[config.mk]
export PLATFORM = sky130hd
export DESIGN_NAME = pbit_sweep_scheduler
export DESIGN_NICKNAME = d
export VERILOG_FILES = /design/src/rtl/pbit_sweep_scheduler_pkg.sv /design/src/rtl/pbit_next_index.sv /design/src/rtl/pbit_sweep_scheduler.sv
export SDC_FILE = /design/constraint.sdc
export NUM_CORES = 1
export LEC_CHECK = 0
export BUFFER_PORTS_ARGS = -buffer_cell sky130_fd_sc_hd__buf_2
export CAP_MARGIN = 20
export CORE_ASPECT_RATIO = 1.2
export CORE_MARGIN = 2
export CORE_UTILIZATION = 45
export CTS_BUF_LIST = sky130_fd_sc_hd__clkbuf_4 sky130_fd_sc_hd__clkbuf_8 sky130_fd_sc_hd__clkbuf_16
export CTS_CLUSTER_DIAMETER = 30
export DETAILED_ROUTE_END_ITERATION = 8
export PLACE_DENSITY = 0.7
export SLEW_MARGIN = 25
export SYNTH_ARGS = -nofsm -noshare
export SYNTH_HDL_FRONTEND = slang
export SYNTH_HIERARCHICAL = 1
export SYNTH_SLANG_ARGS = --single-unit
export TNS_END_PERCENT = 100
[constraint.sdc]
create_clock -name CLK -period 3.18 [get_ports CLK]
set_input_delay 0.159 -clock CLK [delete_from_list [all_inputs] [get_ports CLK]]
set_output_delay 0.159 -clock CLK [all_outputs]
set_load 0.01 [all_outputs]
[src/rtl/pbit_sweep_scheduler_pkg.sv]
// Shared types and constants for the p-bit sweep scheduler.
// Holds the FSM state encoding and the index-width helper.
package pbit_sched_pkg;

  typedef enum logic [2:0] {
    ST_IDLE      = 3'd0,
    ST_FIRE      = 3'd1,
    ST_SETTLE    = 3'd2,
    ST_SWEEP_END = 3'd3,
    ST_FINISH    = 3'd4
  } state_e;

  localparam int DEFAULT_SLOT = 3;

  // Width needed to hold an index in 0..n-1; never narrower than one bit.
  function automatic int idx_width(input int n);
    return (n <= 2) ? 1 : $clog2(n);
  endfunction

endpackage

[src/rtl/pbit_next_index.sv]
// Combinational priority finder: lowest unclamped bit (first=1) or the
// lowest unclamped bit strictly above idx (first=0), with a none flag.
module pbit_next_index #(
  parameter int N  = 16,
  parameter int IW = 4
) (
  input  logic [N-1:0]  mask,
  input  logic [IW-1:0] idx,
  input  logic          first,
  output logic [IW-1:0] nxt_idx,
  output logic          none
);

  // Descending scan so the lowest qualifying bit is the last one written.
  always_comb begin
    nxt_idx = '0;
    none    = 1'b1;
    for (int i = N - 1; i >= 0; i--) begin
      if (!mask[i] && (first || (i > int'(idx)))) begin
        nxt_idx = IW'(i);
        none    = 1'b0;
      end
    end
  end

endmodule

[src/rtl/pbit_sweep_scheduler.sv]
// Sweep scheduler: fires one unclamped p-bit per slot in ascending order,
// then settles, for a host-programmed number of sweeps.
module pbit_sweep_scheduler
  import pbit_sched_pkg::*;
#(
  parameter int N       = 16,
  parameter int SLOT    = DEFAULT_SLOT,
  parameter int SWEEP_W = 16
) (
  input  logic               CLK,
  input  logic               RST_N,
  input  logic               start,
  input  logic [SWEEP_W-1:0] num_sweeps,
  input  logic [N-1:0]       clamp_mask,
  input  logic               hold,
  output logic [N-1:0]       upd_en,
  output logic               busy,
  output logic               sweep_done,
  output logic [SWEEP_W-1:0] sweep_idx,
  output logic               done,
  output state_e             dbg_state
);

  localparam int IW = idx_width(N);
  localparam int CW = idx_width(SLOT);

  // Handshake: start is taken only in IDLE (busy=0); busy rises the next
  // cycle and stays high through the last sweep_done; done then pulses
  // once with busy low, and the block returns to IDLE.
  state_e             state_q, state_d;
  logic [IW-1:0]      idx_q, idx_d;
  logic [CW-1:0]      cnt_q, cnt_d;
  logic [SWEEP_W-1:0] sweep_idx_q, sweep_idx_d;
  logic [SWEEP_W-1:0] num_q, num_d;
  logic [N-1:0]       mask_q, mask_d;
  logic [N-1:0]       upd_en_q, upd_en_d;
  logic               busy_q, busy_d;
  logic               sweep_done_q, sweep_done_d;
  logic               done_q, done_d;
  logic               frozen;

  logic [N-1:0]       ni_mask;
  logic               ni_first;
  logic [IW-1:0]      ni_idx;
  logic               ni_none;

  // In IDLE the incoming mask is searched so the first fire needs no extra cycle.
  assign ni_mask  = (state_q == ST_IDLE) ? clamp_mask : mask_q;
  assign ni_first = (state_q != ST_SETTLE);

  pbit_next_index #(.N(N), .IW(IW)) u_next (
    .mask    (ni_mask),
    .idx     (idx_q),
    .first   (ni_first),
    .nxt_idx (ni_idx),
    .none    (ni_none)
  );

  always_comb begin
    state_d     = state_q;
    idx_d       = idx_q;
    cnt_d       = cnt_q;
    sweep_idx_d = sweep_idx_q;
    num_d       = num_q;
    mask_d      = mask_q;
    frozen      = hold && (state_q != ST_IDLE);

    if (!frozen) begin
      case (state_q)
        ST_IDLE: begin
          if (start) begin
            num_d       = num_sweeps;
            mask_d      = clamp_mask;
            sweep_idx_d = '0;
            if (num_sweeps == '0) begin
              state_d = ST_FINISH;
            end else if (ni_none) begin
              state_d     = ST_SWEEP_END;
              sweep_idx_d = SWEEP_W'(1);
            end else begin
              state_d = ST_FIRE;
              idx_d   = ni_idx;
            end
          end
        end
        ST_FIRE: begin
          state_d = ST_SETTLE;
          cnt_d   = CW'(SLOT - 1);
        end
        ST_SETTLE: begin
          cnt_d = cnt_q - CW'(1);
          if (cnt_q == CW'(1)) begin
            if (ni_none) begin
              state_d     = ST_SWEEP_END;
              sweep_idx_d = sweep_idx_q + SWEEP_W'(1);
            end else begin
              state_d = ST_FIRE;
              idx_d   = ni_idx;
            end
          end
        end
        ST_SWEEP_END: begin
          // sweep_idx_q already counts the sweep that just ended.
          if (sweep_idx_q == num_q) begin
            state_d = ST_FINISH;
          end else if (ni_none) begin
            state_d     = ST_SWEEP_END;
            sweep_idx_d = sweep_idx_q + SWEEP_W'(1);
          end else begin
            state_d = ST_FIRE;
            idx_d   = ni_idx;
          end
        end
        ST_FINISH: state_d = ST_IDLE;
        default:   state_d = ST_IDLE;
      endcase
    end

    // A frozen cycle keeps the state, so the pulse is emitted on the release edge.
    upd_en_d = '0;
    if (!frozen && (state_d == ST_FIRE)) upd_en_d = N'(1) << idx_d;
    sweep_done_d = !frozen && (state_d == ST_SWEEP_END);
    done_d       = !frozen && (state_d == ST_FINISH);
    busy_d       = (state_d == ST_FIRE) || (state_d == ST_SETTLE) ||
                   (state_d == ST_SWEEP_END);
  end

  always_ff @(posedge CLK) begin
    if (!RST_N) begin
      state_q      <= ST_IDLE;
      idx_q        <= '0;
      cnt_q        <= '0;
      sweep_idx_q  <= '0;
      num_q        <= '0;
      mask_q       <= '0;
      upd_en_q     <= '0;
      busy_q       <= 1'b0;
      sweep_done_q <= 1'b0;
      done_q       <= 1'b0;
    end else begin
      state_q      <= state_d;
      idx_q        <= idx_d;
      cnt_q        <= cnt_d;
      sweep_idx_q  <= sweep_idx_d;
      num_q        <= num_d;
      mask_q       <= mask_d;
      upd_en_q     <= upd_en_d;
      busy_q       <= busy_d;
      sweep_done_q <= sweep_done_d;
      done_q       <= done_d;
    end
  end

  assign upd_en     = upd_en_q;
  assign busy       = busy_q;
  assign sweep_done = sweep_done_q;
  assign sweep_idx  = sweep_idx_q;
  assign done       = done_q;
  assign dbg_state  = state_q;

endmodule

==> results.toml <==
[outcome]
outcome = "completed"

[placed_design]
dpl_cell_area_um2 = 4450
portBuffers = 73
dp.cells = 658
dp_hpwl_um = 7670
gp_congestion = 1.00

[worst_setup_path]
r2r_slack_ns = 0.13
cp.required_ns = 3.46
path_max_fanout = 14
r2r_cells = 11
cp.arrival_ns = 3.33
r2r-end = "sweep_idx[13]$_SDFFE_PN0P_"
worstSetupEndpointType = "flip-flop"
crit_type = "flip-flop to flip-flop"
slowest_delay_ns = 0.65
reg2reg_from = "idx_q[1]$_SDFF_PN0_"
cp_slowest_cell = "dfxtp_1"
start_kind = "flip-flop"
critPathLaunch = "idx_q[1]$_SDFF_PN0_"
crit_chain = "a21oi_1, or2_1, a211oi_2, nand3_2, nor2_4, nand3b_1, a21oi_4, nand3_2, o21a_4, or3_1, a21oi_1"
crit_end = "sweep_idx[13]$_SDFFE_PN0P_"

[timing]
fin_crit_ns = 3.05
setup_viol = 0
fin_crit_sh_pct = 96.0
slew_violations = 0
worst_clock_skew_ns = 0.00791
maxSlewHeadroom_pct = 52.7
fmax_ghz = 0.327
tightest_slew_ns = 0.709
hold_viol = 0
rsz0062_at_grt = "yes"

[yosys]
yosys_warnings = 6
synth_flop_cell = "dfxtp_1"
yosysUniqueCellTypes = 71
syn_avg_cell_area_um2 = 8.22
async_flop_share_pct = 0
synth_seq_area_share_pct = 39.2
synth_area_leaders = "dfxtp_1, nand2_1, a21oi_1"
synth_cells = 472
yosysTopAreaCellShare_pct = 39.2
yosys.area.top_type = "dfxtp_1"
syn_area_um2 = 3880
synth-edff-count = 0
ys_ff_latch = 76
syn-num-nets = 510

[layout]
final_common_cell = "nand2_1"
most-common-layout-cells = "nand2_1, dfxtp_1, buf_2, a21oi_1, buf_4"
area_growth_pct = 26.3
num_antenna_cells = 0
n_fill_cell = 793
nets = 604
final_cells = 688
layout-drive-gt1-share_pct = 31.2
fin_area_um2 = 4900

[drt]
drt_iter0_markers = 202
wl_per_cell_um = 15.7
wl_um = 10800
drc = 0
firstDrtPassIters = 4
antenna_left = 0
vias = 3866
vias_per_cell = 5.62

[floorplan]
core.rowCount = 37
coreArea_um2 = 8470
start_util_pct = 45.8
die_h_um = 106
die-area_um2 = 9380
num_io_pins = 74
die_x_um = 88.8

[power_and_ir_drop]
irDropWorstVdd_uv = 311
p_leak_nw = 2.01
cellPowerDensity_nw_per_um2 = 568

[cts]
clock-sinks = 76
path_clk_slew_ns = 0.08
clockBufferDepth = 2
cts_tree = "yes"
clk_latency_ns = 0.35
cts_made_buffers = 9
ctsHtreeMaxLevel = 3
cts_root_buf = "clkbuf_8"

[global_route]
grt_pass1_wl_um = 17000
antenna_found_initial = 0
grt_util_all_layers_pct = 22.9
grt_max_degree = 35
grt_pass1_vias = 3575
grt.overflow.total = 0

[min_path]
hold_class = "input pin to flip-flop"

[run]
cap_violations = 0
## cell usage after synthesis, types with 2 or more instances
cell	count
and2_1	5
nand3_1	10
and2b_1	3
and4_1	3
nand4_1	3
xnor2_1	2
xor2_1	17
nor3_1	13
a21oi_2	3
dfxtp_1	76
o21ai_0	18
or3_1	10
nor2b_1	2
or2_0	2
nor2_1	14
o211ai_1	4
inv_1	13
o2111ai_1	3
and3_1	3
o21ai_1	2
buf_2	4
nor4_1	18
or2_1	3
nand2b_1	8
mux2_2	16
ha_1	2
a31oi_1	2
a21oi_1	57
clkbuf_1	17
buf_6	2
o21bai_1	2
nand2_1	91
a211oi_1	5
buf_4	2
## registers in the layout, summed over array words and instances (netlist names)
name        count
mask_q         16
sweep_done      1
cnt_q           2
idx_q           4
upd_en         16
num_q          16
done            1
sweep_idx      16
busy            1
dbg_state       3
## final cells by class
class | count | area (µm²) | share of cell area [%]
multi-input combinational | 358 | 2300 | 47.0
sequential | 76 | 1520 | 31.1
clock inverter | 7 | 82.6 | 1.69
timing repair buffer | 108 | 672 | 13.7
tap | 117 | 146 | 2.99
inverter | 13 | 48.8 | 0.996
clock buffer | 9 | 124 | 2.53
## worst min path at each step
stage               slack (ns)                       to  cells past startpoint      startpoint
global route              0.03   mask_q[2]$_SDFFE_PN0P_                      3   clamp_mask[2]
global placement          0.41  mask_q[12]$_SDFFE_PN0P_                      3  clamp_mask[12]
finish                    0.05   mask_q[2]$_SDFFE_PN0P_                      3   clamp_mask[2]
CTS                       0.03   mask_q[2]$_SDFFE_PN0P_                      3   clamp_mask[2]
detailed placement        0.42   mask_q[2]$_SDFFE_PN0P_                      3   clamp_mask[2]
floorplan                 0.29   mask_q[0]$_SDFFE_PN0P_                      2   clamp_mask[0]
## per-layer routing
layer,wire (µm),vias to the layer above,GRT usage (%)
li1,-,1881,-
met1,4290,1836,27.3
met2,5640,122,39.6
met3,546,27,4.62
met4,306,0,8.55
met5,0,-,0
## critical path: cells and delay by family (launching register included)
family	cells	cell delay (ns)
AOI/OAI and AO/OA	5	1.09
DFF	1	0.65
and+or+nand+nor	6	1.24
## where the power goes
| part | switching (W) | internal [W] | leakage (nW) |
|---|---|---|---|
| Clock | 0.000390 | 0.000374 | 0.0984 |
| Combinational | 0.000526 | 0.000417 | 1.30 |
| Sequential | 0.0000540 | 0.00102 | 0.619 |
| Total | 0.000970 | 0.00181 | 2.01 |
## kinds of logic after synthesis
family / count (synthesis) / synth area share (%)
simple gates: 202 / 27.0
compound gates: 118 / 19.5
flops: 76 / 39.2
buf+inv: 38 / 4.39
xor+xnor: 19 / 4.29
mux: 17 / 4.90
fa+ha+maj: 2 / 0.645
## stage by stage
step                      total power (W)  worst slack [ns]  TNS, ns  hold slack (ns)  utilization (%)
after detailed placement          0.00191            0.0300        0            0.416             52.6
after global placement            0.00189             0.159        0            0.411             52.6
final                             0.00278             0.126        0           0.0458             57.8
after floorplan                   0.00168            0.0148        0            0.295                -
after CTS                         0.00268            0.0240        0           0.0312             55.0
after global routing              0.00293           -0.0627   -0.514           0.0330             57.8
## repair_timing
action,in CTS,in global routing
gates cloned,0,1
hold endpoints to repair,0,0
hold buffers,0,0
buffers inserted,0,13
resized for setup,0,39
pin swaps,1,22
endpoints found under the setup margin,1,30
No activity file was read; power rests on OpenSTA's default activity.
